`src/rtl/uart_mc_pkg.sv`:
```
// uart_mc_pkg: shared constants and state encodings for the multi-channel UART port.
// The PARITY states are only visited when UART_MC_PARITY_EN is defined.
package uart_mc_pkg;

  localparam int OVERSAMPLE = 16;
  localparam int MID_SAMPLE = 8;

  typedef enum logic [2:0] {
    TX_IDLE,
    TX_START,
    TX_DATA,
    TX_PARITY,
    TX_STOP
  } tx_state_t;

  typedef enum logic [2:0] {
    RX_IDLE,
    RX_START,
    RX_DATA,
    RX_PARITY,
    RX_STOP
  } rx_state_t;

endpackage

```
`src/rtl/uart_mc_fifo.sv`:
```
// uart_mc_fifo: synchronous FIFO with first-word fall-through read data.
// A write while full is only accepted when a read frees a slot in the same cycle.
module uart_mc_fifo #(
  parameter int WIDTH = 8,
  parameter int DEPTH = 8
) (
  input  logic             clk,
  input  logic             rstN,
  input  logic             wr_en,
  input  logic [WIDTH-1:0] wr_data,
  input  logic             rd_en,
  output logic [WIDTH-1:0] rd_data,
  output logic             full,
  output logic             empty
);

  localparam int AW = $clog2(DEPTH);

  logic [WIDTH-1:0] mem [DEPTH];
  logic [AW:0]      wr_ptr;
  logic [AW:0]      rd_ptr;
  logic             do_wr;
  logic             do_rd;

  assign empty   = (wr_ptr == rd_ptr);
  assign full    = (wr_ptr[AW] != rd_ptr[AW]) && (wr_ptr[AW-1:0] == rd_ptr[AW-1:0]);
  assign do_rd   = rd_en && !empty;
  assign do_wr   = wr_en && (!full || do_rd);
  assign rd_data = mem[rd_ptr[AW-1:0]];

  // Pointer update; the extra MSB distinguishes full from empty.
  always_ff @(posedge clk) begin
    if (!rstN) begin
      wr_ptr <= '0;
      rd_ptr <= '0;
    end else begin
      if (do_wr) wr_ptr <= wr_ptr + 1'b1;
      if (do_rd) rd_ptr <= rd_ptr + 1'b1;
    end
  end

  // Storage write; contents need no reset because empty masks them.
  always_ff @(posedge clk) begin
    if (do_wr) mem[wr_ptr[AW-1:0]] <= wr_data;
  end

endmodule

```
`src/rtl/uart_multi_channel_port.sv`:
```
// uart_multi_channel_port: CHANNELS independent full-duplex UARTs sharing one
// runtime-programmable 16x oversampling baud generator, with TX/RX byte FIFOs
// and sticky error flags per channel.
// Optional feature: define UART_MC_PARITY_EN to add an even-parity bit to every
// frame and the rx_parity_err output.
module uart_multi_channel_port
  import uart_mc_pkg::*;
#(
  parameter int CHANNELS   = 2,
  parameter int DATA_WIDTH = 8,
  parameter int FIFO_DEPTH = 8,
  parameter int DIV_WIDTH  = 16
) (
  input  logic                           clk,
  input  logic                           rstN,
  input  logic [DIV_WIDTH-1:0]           baud_div,
  input  logic [CHANNELS-1:0]            tx_wr_en,
  input  logic [CHANNELS*DATA_WIDTH-1:0] tx_wr_data,
  output logic [CHANNELS-1:0]            tx_full,
  output logic [CHANNELS-1:0]            tx_busy,
  input  logic [CHANNELS-1:0]            rx_rd_en,
  output logic [CHANNELS*DATA_WIDTH-1:0] rx_rd_data,
  output logic [CHANNELS-1:0]            rx_empty,
  output logic [CHANNELS-1:0]            rx_overflow,
  output logic [CHANNELS-1:0]            rx_frame_err,
`ifdef UART_MC_PARITY_EN
  output logic [CHANNELS-1:0]            rx_parity_err,
`endif
  input  logic [CHANNELS-1:0]            err_clr,
  input  logic [CHANNELS-1:0]            rx,
  output logic [CHANNELS-1:0]            tx
);

  localparam int              BW        = (DATA_WIDTH > 1) ? $clog2(DATA_WIDTH) : 1;
  localparam logic [BW-1:0]   LAST_BIT  = BW'(DATA_WIDTH - 1);
  localparam logic [3:0]      TICK_LAST = 4'(OVERSAMPLE - 1);
  localparam logic [3:0]      TICK_MID  = 4'(MID_SAMPLE - 1);

  function automatic logic [DIV_WIDTH-1:0] eff_div(input logic [DIV_WIDTH-1:0] d);
    return (d == '0) ? DIV_WIDTH'(1) : d;
  endfunction

  logic [DIV_WIDTH-1:0] baud_cnt;
  logic [DIV_WIDTH-1:0] div_q;
  logic                 tick;

  assign tick = (baud_cnt == div_q - DIV_WIDTH'(1));

  // Shared baud counter; a new divisor is latched only at wrap so periods never get cut short.
  always_ff @(posedge clk) begin
    if (!rstN) begin
      baud_cnt <= '0;
      div_q    <= eff_div(baud_div);
    end else if (tick) begin
      baud_cnt <= '0;
      div_q    <= eff_div(baud_div);
    end else begin
      baud_cnt <= baud_cnt + DIV_WIDTH'(1);
    end
  end

  for (genvar i = 0; i < CHANNELS; i++) begin : g_ch

    // ---------------- transmit side ----------------
    tx_state_t             tx_state;
    logic [3:0]            tx_tick;
    logic [BW-1:0]         tx_bit;
    logic [DATA_WIDTH-1:0] tx_shift;
    logic                  tx_q;
    logic                  tx_bit_end;
    logic                  txf_pop;
    logic                  txf_empty;
    logic                  txf_full;
    logic [DATA_WIDTH-1:0] txf_head;
`ifdef UART_MC_PARITY_EN
    logic                  tx_par;
`endif

    assign tx_bit_end = tick && (tx_tick == TICK_LAST);
    assign txf_pop    = !txf_empty &&
                        ((tx_state == TX_IDLE) || ((tx_state == TX_STOP) && tx_bit_end));

    uart_mc_fifo #(
      .WIDTH(DATA_WIDTH),
      .DEPTH(FIFO_DEPTH)
    ) u_tx_fifo (
      .clk    (clk),
      .rstN   (rstN),
      .wr_en  (tx_wr_en[i]),
      .wr_data(tx_wr_data[i*DATA_WIDTH +: DATA_WIDTH]),
      .rd_en  (txf_pop),
      .rd_data(txf_head),
      .full   (txf_full),
      .empty  (txf_empty)
    );

    // Serializer: one bit per 16 ticks; chains straight into the next START when more bytes wait.
    always_ff @(posedge clk) begin
      if (!rstN) begin
        tx_state <= TX_IDLE;
        tx_tick  <= '0;
        tx_bit   <= '0;
        tx_shift <= '0;
        tx_q     <= 1'b1;
`ifdef UART_MC_PARITY_EN
        tx_par   <= 1'b0;
`endif
      end else begin
        if (tick) tx_tick <= tx_tick + 4'd1;
        case (tx_state)
          TX_IDLE: begin
            if (txf_pop) begin
              tx_shift <= txf_head;
              tx_tick  <= '0;
              tx_q     <= 1'b0;
              tx_state <= TX_START;
`ifdef UART_MC_PARITY_EN
              tx_par   <= ^txf_head;
`endif
            end
          end
          TX_START: begin
            if (tx_bit_end) begin
              tx_bit   <= '0;
              tx_q     <= tx_shift[0];
              tx_shift <= tx_shift >> 1;
              tx_state <= TX_DATA;
            end
          end
          TX_DATA: begin
            if (tx_bit_end) begin
              if (tx_bit == LAST_BIT) begin
`ifdef UART_MC_PARITY_EN
                tx_q     <= tx_par;
                tx_state <= TX_PARITY;
`else
                tx_q     <= 1'b1;
                tx_state <= TX_STOP;
`endif
              end else begin
                tx_bit   <= tx_bit + 1'b1;
                tx_q     <= tx_shift[0];
                tx_shift <= tx_shift >> 1;
              end
            end
          end
`ifdef UART_MC_PARITY_EN
          TX_PARITY: begin
            if (tx_bit_end) begin
              tx_q     <= 1'b1;
              tx_state <= TX_STOP;
            end
          end
`endif
          TX_STOP: begin
            if (tx_bit_end) begin
              if (txf_pop) begin
                tx_shift <= txf_head;
                tx_tick  <= '0;
                tx_q     <= 1'b0;
                tx_state <= TX_START;
`ifdef UART_MC_PARITY_EN
                tx_par   <= ^txf_head;
`endif
              end else begin
                tx_state <= TX_IDLE;
              end
            end
          end
          default: begin
            tx_q     <= 1'b1;
            tx_state <= TX_IDLE;
          end
        endcase
      end
    end

    assign tx[i]      = tx_q;
    assign tx_full[i] = txf_full;
    assign tx_busy[i] = (tx_state != TX_IDLE) || !txf_empty;

    // ---------------- receive side ----------------
    logic                  rx_meta;
    logic                  rx_s;
    rx_state_t             rx_state;
    logic [3:0]            rx_tick;
    logic [BW-1:0]         rx_bit;
    logic [DATA_WIDTH-1:0] rx_shift;
    logic                  rx_bit_end;
    logic                  rx_mid;
    logic                  rx_stop_done;
    logic                  rx_par_ok;
    logic                  rx_push;
    logic                  rxf_full;
    logic                  rxf_empty;
    logic                  ovf_set;
    logic                  ferr_set;
    logic                  ovf_q;
    logic                  ferr_q;
`ifdef UART_MC_PARITY_EN
    logic                  rx_par_q;
    logic                  perr_set;
    logic                  perr_q;
    assign rx_par_ok = ((^rx_shift) == rx_par_q);
    assign perr_set  = rx_stop_done && rx_s && !rx_par_ok;
`else
    assign rx_par_ok = 1'b1;
`endif

    assign rx_bit_end   = tick && (rx_tick == TICK_LAST);
    assign rx_mid       = tick && (rx_tick == TICK_MID);
    assign rx_stop_done = (rx_state == RX_STOP) && rx_bit_end;
    assign rx_push      = rx_stop_done && rx_s && rx_par_ok;
    assign ovf_set      = rx_push && rxf_full && !rx_rd_en[i];
    assign ferr_set     = rx_stop_done && !rx_s;

    // Two-flop synchronizer; idles high so reset never looks like a start bit.
    always_ff @(posedge clk) begin
      if (!rstN) begin
        rx_meta <= 1'b1;
        rx_s    <= 1'b1;
      end else begin
        rx_meta <= rx[i];
        rx_s    <= rx_meta;
      end
    end

    // Deserializer: confirm the start bit at mid-bit, then sample every 16 ticks from there.
    always_ff @(posedge clk) begin
      if (!rstN) begin
        rx_state <= RX_IDLE;
        rx_tick  <= '0;
        rx_bit   <= '0;
        rx_shift <= '0;
`ifdef UART_MC_PARITY_EN
        rx_par_q <= 1'b0;
`endif
      end else begin
        if (tick) rx_tick <= rx_tick + 4'd1;
        case (rx_state)
          RX_IDLE: begin
            if (!rx_s) begin
              rx_tick  <= '0;
              rx_state <= RX_START;
            end
          end
          RX_START: begin
            if (rx_mid) begin
              if (rx_s) begin
                rx_state <= RX_IDLE;
              end else begin
                rx_tick  <= '0;
                rx_bit   <= '0;
                rx_state <= RX_DATA;
              end
            end
          end
          RX_DATA: begin
            if (rx_bit_end) begin
              rx_shift <= {rx_s, rx_shift[DATA_WIDTH-1:1]};
              if (rx_bit == LAST_BIT) begin
`ifdef UART_MC_PARITY_EN
                rx_state <= RX_PARITY;
`else
                rx_state <= RX_STOP;
`endif
              end else begin
                rx_bit <= rx_bit + 1'b1;
              end
            end
          end
`ifdef UART_MC_PARITY_EN
          RX_PARITY: begin
            if (rx_bit_end) begin
              rx_par_q <= rx_s;
              rx_state <= RX_STOP;
            end
          end
`endif
          RX_STOP: begin
            if (rx_bit_end) rx_state <= RX_IDLE;
          end
          default: rx_state <= RX_IDLE;
        endcase
      end
    end

    uart_mc_fifo #(
      .WIDTH(DATA_WIDTH),
      .DEPTH(FIFO_DEPTH)
    ) u_rx_fifo (
      .clk    (clk),
      .rstN   (rstN),
      .wr_en  (rx_push),
      .wr_data(rx_shift),
      .rd_en  (rx_rd_en[i]),
      .rd_data(rx_rd_data[i*DATA_WIDTH +: DATA_WIDTH]),
      .full   (rxf_full),
      .empty  (rxf_empty)
    );

    // Sticky error flags; a new error in the same cycle as err_clr keeps the flag set.
    always_ff @(posedge clk) begin
      if (!rstN) begin
        ovf_q  <= 1'b0;
        ferr_q <= 1'b0;
`ifdef UART_MC_PARITY_EN
        perr_q <= 1'b0;
`endif
      end else begin
        if (ovf_set)         ovf_q  <= 1'b1;
        else if (err_clr[i]) ovf_q  <= 1'b0;
        if (ferr_set)        ferr_q <= 1'b1;
        else if (err_clr[i]) ferr_q <= 1'b0;
`ifdef UART_MC_PARITY_EN
        if (perr_set)        perr_q <= 1'b1;
        else if (err_clr[i]) perr_q <= 1'b0;
`endif
      end
    end

    assign rx_empty[i]     = rxf_empty;
    assign rx_overflow[i]  = ovf_q;
    assign rx_frame_err[i] = ferr_q;
`ifdef UART_MC_PARITY_EN
    assign rx_parity_err[i] = perr_q;
`endif

  end : g_ch

endmodule

```
`config.mk`:
```
export PLATFORM = sky130hd
export DESIGN_NAME = uart_multi_channel_port
export DESIGN_NICKNAME = d
export VERILOG_FILES = /design/src/rtl/uart_mc_pkg.sv /design/src/rtl/uart_mc_fifo.sv /design/src/rtl/uart_multi_channel_port.sv
export SDC_FILE = /design/constraint.sdc
export NUM_CORES = 1
export LEC_CHECK = 0
export ABC_AREA = 1
export CAP_MARGIN = 0
export CORE_MARGIN = 5
export CORE_UTILIZATION = 40
export DETAILED_ROUTE_END_ITERATION = 8
export MAX_ROUTING_LAYER = met4
export PLACE_DENSITY_LB_ADDON = 0.1
export SLEW_MARGIN = 0
export SYNTH_ARGS = -nofsm -noshare
export SYNTH_HDL_FRONTEND = slang
export SYNTH_SLANG_ARGS = --single-unit
export TNS_END_PERCENT = 5
```
`constraint.sdc`:
```
create_clock -name clk -period 4 [get_ports clk]
set_clock_uncertainty 0.15 [all_clocks]
set_input_delay 0.6 -clock clk [delete_from_list [all_inputs] [get_ports clk]]
set_output_delay 0.6 -clock clk [all_outputs]
set_load 0.01 [all_outputs]
```
==> reports/summary.txt <==
Outcome: finished, final reports clean
All-Layer GR Usage: 17.1%
Vias per cell: 4.96
Post-route antenna net violation count: 0
DRT Wirelength: 41500 microns
Syn Inst Count: 1890
Iter 0 DRT Violations: 799
Final Wtd Congestion: 0.850
Num ports: 70
Core box area: 45200 sq um
Slew margin rel.: 35.2%
WP data required: 4.13 ns
Total power: 0.0117 W
Htree depth: 2
Yosys warnings: 0
Tmin final: 3.52 ns
Number of global-route vias before repair: 12900
Final Hold Fails: 0
Final setup violation count: 0
Drt wl/cell: 15.9 microns
Area delta synth->final: 15.8%
Critical path class: register to register
Die area: 49800 sq um
Post-synthesis register bit count: 414
Met3 GRT Util: 2.93%
Slew Limit Fails: 0
Die height: 223 microns
Synth area leaders: edfxtp_1 (45%), dfxtp_1 (16%), nor2_1 (8.1%)
Clock sinks: 414
Worst vdd ir: 0.345 mV
Final period util: 88.0%
Worst path arrival time: 3.65 ns
CTS tree: yes
Sequential fraction of the synthesis area: 60.5%
GRT Max-Usage Layer: met2
Worst-path fanout max: 8
Layout cells sized above 1: 8.43%
Post_cts resized: 0
Setup bufs post-CTS: 0
Clock Latency Late Sink: 0.57 ns
Crit end category: register
Clock buffer depth: 3
Worst-Margin Slew: 0.971 ns
CP Launch Type: register
First-pass GRT wire length: 67700 microns
Prevailing post-synth register cell: edfxtp_1
Mapped Area: 18200 sq um
Post-synth EDFFs: 272
Ant. Diodes: 0
M1 GR Usage: 22.3%
Fin nets: 2031
Synth top area share: 44.9%
Pleak: 7.93 nW
FMAX: 0.284 GHz
Max-Cap Viols: 0
Commonest cells post-synth: nor2_1 (391), nand2_1 (277), edfxtp_1 (272)
Hold Buf Count CTS: 0
Cell Pwr Density: 556 nW/um^2
Most area-hungry cell type in the Yosys netlist: edfxtp_1
Setup TNS: 0 ns
Starting Density: 40.3%
Async S/R FF share, synth: 0%
Antenna violations before repair: 0
Largest net degree at the start of global routing: 53
Syn nets: 1954
Met2 GRT Util: 27.4%
Port Buf Inserts: 69
RSZ-0062 raised after global routing: no
Clk root buf: clkbuf_16
TritonCTS Buffers: 46
DRT Pass-1 Iters: 5
# rows: 78
Post-Synthesis Mean Instance Area: 9.62 sq um
Routed vias: 12900
Detailed Place HPWL: 28500 microns
Total grt overflow: 0
Area after DPL: 19600 sq um
Min-delay worst type: register to register
Die W: 223 microns
Post-route cell area: 21100 sq um
Detailed-route DRC error count: 0
Most frequent cell after synthesis: nor2_1
Netlist cell types: 49
Clock slew at reported path FFs: 0.06 ns
==> placed cells by master, fill, tap and decap left out, types with 9 or more instances in the layout <==
cell type and instances:
a21oi_1 70, a31oi_1 16, buf_4 41, clkbuf_1 9, clkbuf_16 49, clkdlybuf4s50_1 68, clkinv_1 11, clkinv_2 11
dfxtp_1 142, edfxtp_1 272, ha_1 22, inv_1 146, nand2_1 277, nand2_2 9, nand3_1 59, nand3b_1 19
nand4_1 12, nor2_1 391, nor2_2 10, nor3_1 39, o21ai_0 159, o22ai_1 20, o32ai_1 30, xnor2_1 18
xor2_1 30
==> power by group <==
group          total, W  internal, W  leakage (nW)  switching [W]
clock network   0.00414      0.00244         0.725        0.00170
registers       0.00497      0.00475          3.81       0.000223
logic           0.00259     0.000946          3.39        0.00165
==> cell families after synthesis <==
logic type | Yosys count | share of synthesized area, %
flip-flops | 414 | 60.5
adder cells (fa/ha/maj) | 22 | 1.51
AO/OA/AOI/OAI | 309 | 9.75
buffers and inverters | 234 | 5.13
multiplexers | 2 | 0.110
XOR/XNOR | 50 | 2.49
AND/OR/NAND/NOR | 859 | 20.5
==> stage by stage <==
step | setup slack, ns | utilization, % | instances | hold WS (ns)
3_3_place_gp | 0.532 | 43.3 | 2519 | 0.253
2_1_floorplan | 0.736 | - | 1890 | 0.243
3_5_place_dp | 0.451 | 43.3 | 2519 | 0.251
4_1_cts | 0.418 | 46.6 | 2605 | 0.276
6_report | 0.481 | 46.6 | 2605 | 0.270
5_1_grt | 0.115 | 46.6 | 2605 | 0.295
==> cell type report <==
cell class                 instances  area [sq um]
sequential                       414         11000
multi-input combinational       1242          6250
clock buffer                      59          1270
clock inverter                    27           211
timing repair buffer             110           993
fill                            4286         24100
inverter                         153           574
tap                              600           751
==> flip-flops by register name (all words and copies together) (netlist names), 8 cells and up, named ones only <==
name / cells
g_ch.u_tx_fifo.rd_ptr: 8
g_ch.u_tx_fifo.wr_ptr: 8
g_ch.rx_tick: 8
g_ch.u_tx_fifo.mem: 128
g_ch.u_rx_fifo.mem: 128
g_ch.tx_tick: 8
g_ch.u_rx_fifo.wr_ptr: 8
g_ch.rx_shift: 16
div_q: 16
g_ch.u_rx_fifo.rd_ptr: 8
baud_cnt: 16
g_ch.tx_shift: 16
==> metal layers <==
layer  up-vias  part of all wire [%]  wire (microns)
met5         -                     0               0
met4         0                   2.7            1110
met3        73                   3.6            1510
met2       199                    46           19300
met1      6064                    47           19600
li1       6572                     -               -
==> final timing paths <==
check | cells past startpoint | end | slack (ns) | start
max | 15 | g_ch[1].u_rx_fifo.mem[7][4] | 0.48 | div_q[0]
min | 1 | g_ch[1].rx_s | 0.27 | g_ch[1].rx_meta
max reg2reg | 15 | g_ch[1].u_rx_fifo.mem[7][4] | 0.48 | div_q[0]
min reg2reg | 1 | g_ch[1].rx_s | 0.27 | g_ch[1].rx_meta
==> critical path: stages, from the launching register on <==
cell,delay [ns]
edfxtp_1,0.42
inv_1,0.15
ha_1,0.32
nand2_4,0.13
nor2_4,0.17
nand2_1,0.10
nand3_2,0.10
o21ai_0,0.09
nor2_1,0.09
nand2_1,0.06
nor2_2,0.21
nand4_1,0.16
nor3_1,0.34
nand3_2,0.28
nor3_1,0.24
buf_4,0.21
Note: power is estimated with default switching activity, not from simulation.
==> patch 1, RTL diff (same flow settings) <==
The 5 states of `rx_state_t` get a one-hot encoding in 5 bits.
--- a/src/rtl/uart_mc_pkg.sv
+++ b/src/rtl/uart_mc_pkg.sv
@@ -13,12 +13,12 @@
     TX_STOP
   } tx_state_t;
 
-  typedef enum logic [2:0] {
-    RX_IDLE,
-    RX_START,
-    RX_DATA,
-    RX_PARITY,
-    RX_STOP
+  typedef enum logic [4:0] {
+    RX_IDLE   = 5'b00001,
+    RX_START  = 5'b00010,
+    RX_DATA   = 5'b00100,
+    RX_PARITY = 5'b01000,
+    RX_STOP   = 5'b10000
   } rx_state_t;
 
 endpackage
Behaviour: no difference found for any inputs over 4 cycles, from zero or initial values and one cycle with rstN low; so few cycles prove little.
==> patch 1 against the original RTL <==
Wire length down 1.6%; area after synthesis grew 0.66%; setup slack lost 0.072 ns; non-clock buffer count increased by 1; combinational power is 8% lower; total power barely moved; clock power grew 5.6%; sequential cell count grew 2; maximum frequency decreased by 2.0%; design area increased by 0.82%; sequential share of layout area shrank 0.24 points; critical endpoint is now rx_rd_data[7]; largest cell class unchanged.
==> patch 1: results (changes against the original RTL) <==
Status - complete, no violations (unchanged)
Reg2Reg Depth - 17 (was 15)
Logic pwr share - 20.4% (was 22.1%)
Gpl congestion - 0.864 (was 0.850)
Placed cell areas - 19,700 um2 (was 19,600 um2)
Most instantiated cells after synthesis - nor2_1 (413), edfxtp_1 (272), nand2_1 (261), o21ai_0 (164), inv_1 (157) (was nor2_1 (391), nand2_1 (277), edfxtp_1 (272), o21ai_0 (159), inv_1 (147))
Hold slack - 0.264 ns (was 0.270 ns)
Met2 usage - 27.0% (was 27.4%)
Post-Syn Nets - 1,995 (was 1,954)
Post-route insts no fill - 2,639 (was 2,605)
Pin count of the biggest net entering global routing - 39 (was 53)
Initial DRC Count - 855 (was 799)
Grt met1 use - 22.0% (was 22.3%)
Sequential share of the synthesized area - 60.4% (was 60.5%)
Hold_sp - g_ch[0].rx_meta (was g_ch[1].rx_meta)
Worst Path Arrival - 2.84 ns (was 3.65 ns)
Pre-CTS WS - 0.421 ns (was 0.451 ns)
M3 GR Usage - 2.36% (was 2.93%)
Distinct cells, synth - 48 (was 49)
Setup slack after layout - 0.409 ns (was 0.481 ns)
Routed wl met2 - 19,200 um (was 19,300 um)
FF-to-FF End - g_ch[1].u_rx_fifo.mem[1][1] (was g_ch[1].u_rx_fifo.mem[7][4])
First-pass GRT wire length - 66,200 um (was 67,700 um)
Routed metal-1 wirelength - 19,300 um (was 19,600 um)
Net Sw Frac - 29.3% (was 30.5%)
Power Internal - 8.28 mW (was 8.14 mW)
Met3 Routed Length - 1520 um (was 1510 um)
Worst Path Max Fanout - 17 (was 8)
CP endpoint - rx_rd_data[7] (was g_ch[1].u_rx_fifo.mem[7][4])
GRT Util Overall - 16.6% (was 17.1%)
Post-synthesis average cell area - 9.48 um2 (was 9.62 um2)
Worst Max-Slew Pin Slew - 1.05 ns (was 0.971 ns)
Clock network power share - 37.3% (was 35.4%)
R2R Setup Slk - 0.48 ns (about the same)
Leak Pwr - 8.15 nW (was 7.93 nW)
Synth Cell Area - 18,300 um2 (was 18,200 um2)
Max VDD drop - 0.000343 V (was 0.000345 V)
Hpwl dp - 27,900 um (was 28,500 um)
patch 1: worst max-delay path: stages (launching register included):
cell and delay [ns]:
dfxtp_1 0.67, inv_1 0.37, nor2_1 0.19, o21ai_0 0.16, a31oi_1 0.30, clkdlybuf4s50_1 0.58
patch 1: final cells by class:
class / count / area, um2
clock buffers: 64 / 1320
multi-input cells: 1260 / 6230
fillers: 4317 / 24100
repair buffers: 111 / 1000
well taps: 600 / 751
clock inverters: 21 / 248
inverters: 167 / 627
flip-flops and latches: 416 / 11100
patch 1: kinds of logic (layout without fill, tap and decap cells):
kind of cell | after synthesis | after routing | share of synthesized area, %
compound gates | 318 | 318 | 9.85
mux | 4 | 4 | 0.219
flops | 416 | 416 | 60.4
simple gates | 866 | 866 | 20.0
fa+ha+maj | 22 | 22 | 1.50
buf+inv | 255 | 363 | 5.61
xor+xnor | 50 | 50 | 2.43
==> patch 2, RTL diff (same settings) <==
Made on the original files. Add a define of `UART_MC_PARITY_EN`.
--- a/src/rtl/uart_multi_channel_port.sv
+++ b/src/rtl/uart_multi_channel_port.sv
@@ -3,6 +3,8 @@
 // and sticky error flags per channel.
 // Optional feature: define UART_MC_PARITY_EN to add an even-parity bit to every
 // frame and the rx_parity_err output.
+`define UART_MC_PARITY_EN
+
 module uart_multi_channel_port
   import uart_mc_pkg::*;
 #(
Check against the original RTL (old outputs only; new: rx_parity_err): same outputs for any inputs over 4 cycles, from zero or initial values and one cycle with rstN low; that may be too few to reach the edited logic, so the function may still have changed.
==> patch 2 against the original RTL <==
Setup slack worse by 0.070 ns; sequential cell count grew 6; global-route usage about the same; design area increased by 3.5%; wire length up 3.6%; area after synthesis grew 3.9%; total power increased by 2.7%; die area up 3.7%; first-iteration DRC count fell by 7.5%; critical path type unchanged; critical endpoint is now g_ch[0].u_tx_fifo.mem[5][0]; largest power group unchanged; highest routed layer unchanged.
==> patch 2: results (changes against the original RTL) <==
Placed Cells - 2,648 (was 2,519)
Net Sw Frac - 30.7% (was 30.5%)
Post-Syn Nets - 2,086 (was 1,954)
Max VDD drop - 0.000382 V (was 0.000345 V)
Initial DRC Count - 739 (was 799)
Post-route insts no fill - 2,734 (was 2,605)
Power Dens Cells - 552 nW/um2 (was 556 nW/um2)
I/O Buffers - 71 (was 69)
Longest Clk Path Bufs - 3 (unchanged)
Number of synthesis warnings - 0 (unchanged)
Vias in the first global route - 13.3k (was 12.9k)
Pre-CTS WS - 0.431 ns (was 0.451 ns)
Sequential share of the synthesized area - 58.9% (was 60.5%)
N_diodes - 0 (unchanged)
Sequential share of power - 41.8% (was 42.5%)
Slowest CP cell - nor2_1 (was edfxtp_1)
Post-synthesis average cell area - 9.35 um2 (was 9.62 um2)
Distinct cells, synth - 48 (was 49)
Status - complete, no violations (unchanged)
Most instantiated cells after synthesis - nor2_1 (413), nand2_1 (279), edfxtp_1 (272), o21ai_0 (223), inv_1 (165) (was nor2_1 (391), nand2_1 (277), edfxtp_1 (272), o21ai_0 (159), inv_1 (147))
Hold slack - 0.261 ns (was 0.270 ns)
Gpl congestion - 0.825 (was 0.850)
R2R Setup Slk - 0.41 ns (was 0.48 ns)
WL final - 43,000 um (was 41,500 um)
Max-slew headroom - 39.1% (was 35.2%)
Vias per Instance - 4.96 (about the same)
GRT Util Overall - 17.1% (about the same)
Worst Path Arrival - 3.63 ns (was 3.65 ns)
Top power group - sequential cells (unchanged)
Logic pwr share - 22.7% (was 22.1%)
Hpwl dp - 29,200 um (was 28,500 um)
Post-route minimum period - 3.59 ns (was 3.52 ns)
Synth area leaders - edfxtp_1 (43%), dfxtp_1 (16%), nor2_1 (8.2%) (was edfxtp_1 (45%), dfxtp_1 (16%), nor2_1 (8.1%))
First-pass GRT wire length - 69,300 um (was 67,700 um)
Placed cell areas - 20,200 um2 (was 19,600 um2)
Leak Pwr - 8.36 nW (was 7.93 nW)
Pin count of the biggest net entering global routing - 70 (was 53)
Nets - 2,153 (was 2,031)
Clock slew seen by the registers of the worst setup and hold paths - 0.06 ns (about the same)
Worst Path Max Fanout - 8 (unchanged)
Drt first pass iters - 4 (was 5)
Delay of the slowest critical-path stage - 0.53 ns (was 0.42 ns)
Share of cells above drive strength 1 - 7.95% (was 8.43%)
-- patch 2: cell count changes after synthesis, sizes merged, moves of 11 or more --
cell,change
o21ai,+67
o32ai,-30
nor2,+21
inv,+18
nand4,+18
xnor2,+17
nand3b,-15
o211ai,+15
xor2,+11
-- patch 2: worst max-delay path, delay by kind of cell (launching register included) --
kind	cells	cell delay (ns)
adders and majority gates	1	0.24
buffers and inverters	2	0.23
DFF	1	0.42
and+or+nand+nor	15	2.15
-- patch 2: worst paths after layout --
check	from	end	cells past startpoint
min	g_ch[0].rx_meta	g_ch[0].rx_s	1
max reg2reg	div_q[0]	g_ch[0].u_tx_fifo.mem[5][0]	18
max	div_q[0]	g_ch[0].u_tx_fifo.mem[5][0]	18
min reg2reg	g_ch[0].rx_meta	g_ch[0].rx_s	1
-- patch 2: kinds of logic (layout without fill, tap and decap cells) --
family | after synthesis | after routing | synth area share [%]
AOI/OAI and AO/OA | 357 | 357 | 10.2
DFF | 420 | 420 | 58.9
xor gates and xnor gates | 78 | 78 | 3.61
and+or+nand+nor | 887 | 887 | 20.4
muxes | 1 | 1 | 0.0530
adders and majority gates | 22 | 22 | 1.46
buffers and inverters | 257 | 362 | 5.48
-- patch 2: cell type report --
| type | count | area [um2] |
|---|---|---|
| clock buffers | 70 | 1380 |
| inverters | 168 | 631 |
| multi-input cells | 1345 | 6750 |
| clock inverters | 16 | 165 |
| fillers | 4452 | 24900 |
| flip-flops and latches | 420 | 11100 |
| repair buffers | 108 | 983 |
| well taps | 607 | 759 |
-- patch 2: routing by layer --
layer  share of wire, %  routed length (um)  track usage (%)  up-vias
li1                   -                   -                -     6941
met1                 46               19700             22.2     6368
met2                 48               20800             28.3      185
met3                3.5                1500             2.40       75
met4                2.3                 999             4.78        0
met5                  0                   0                -        -
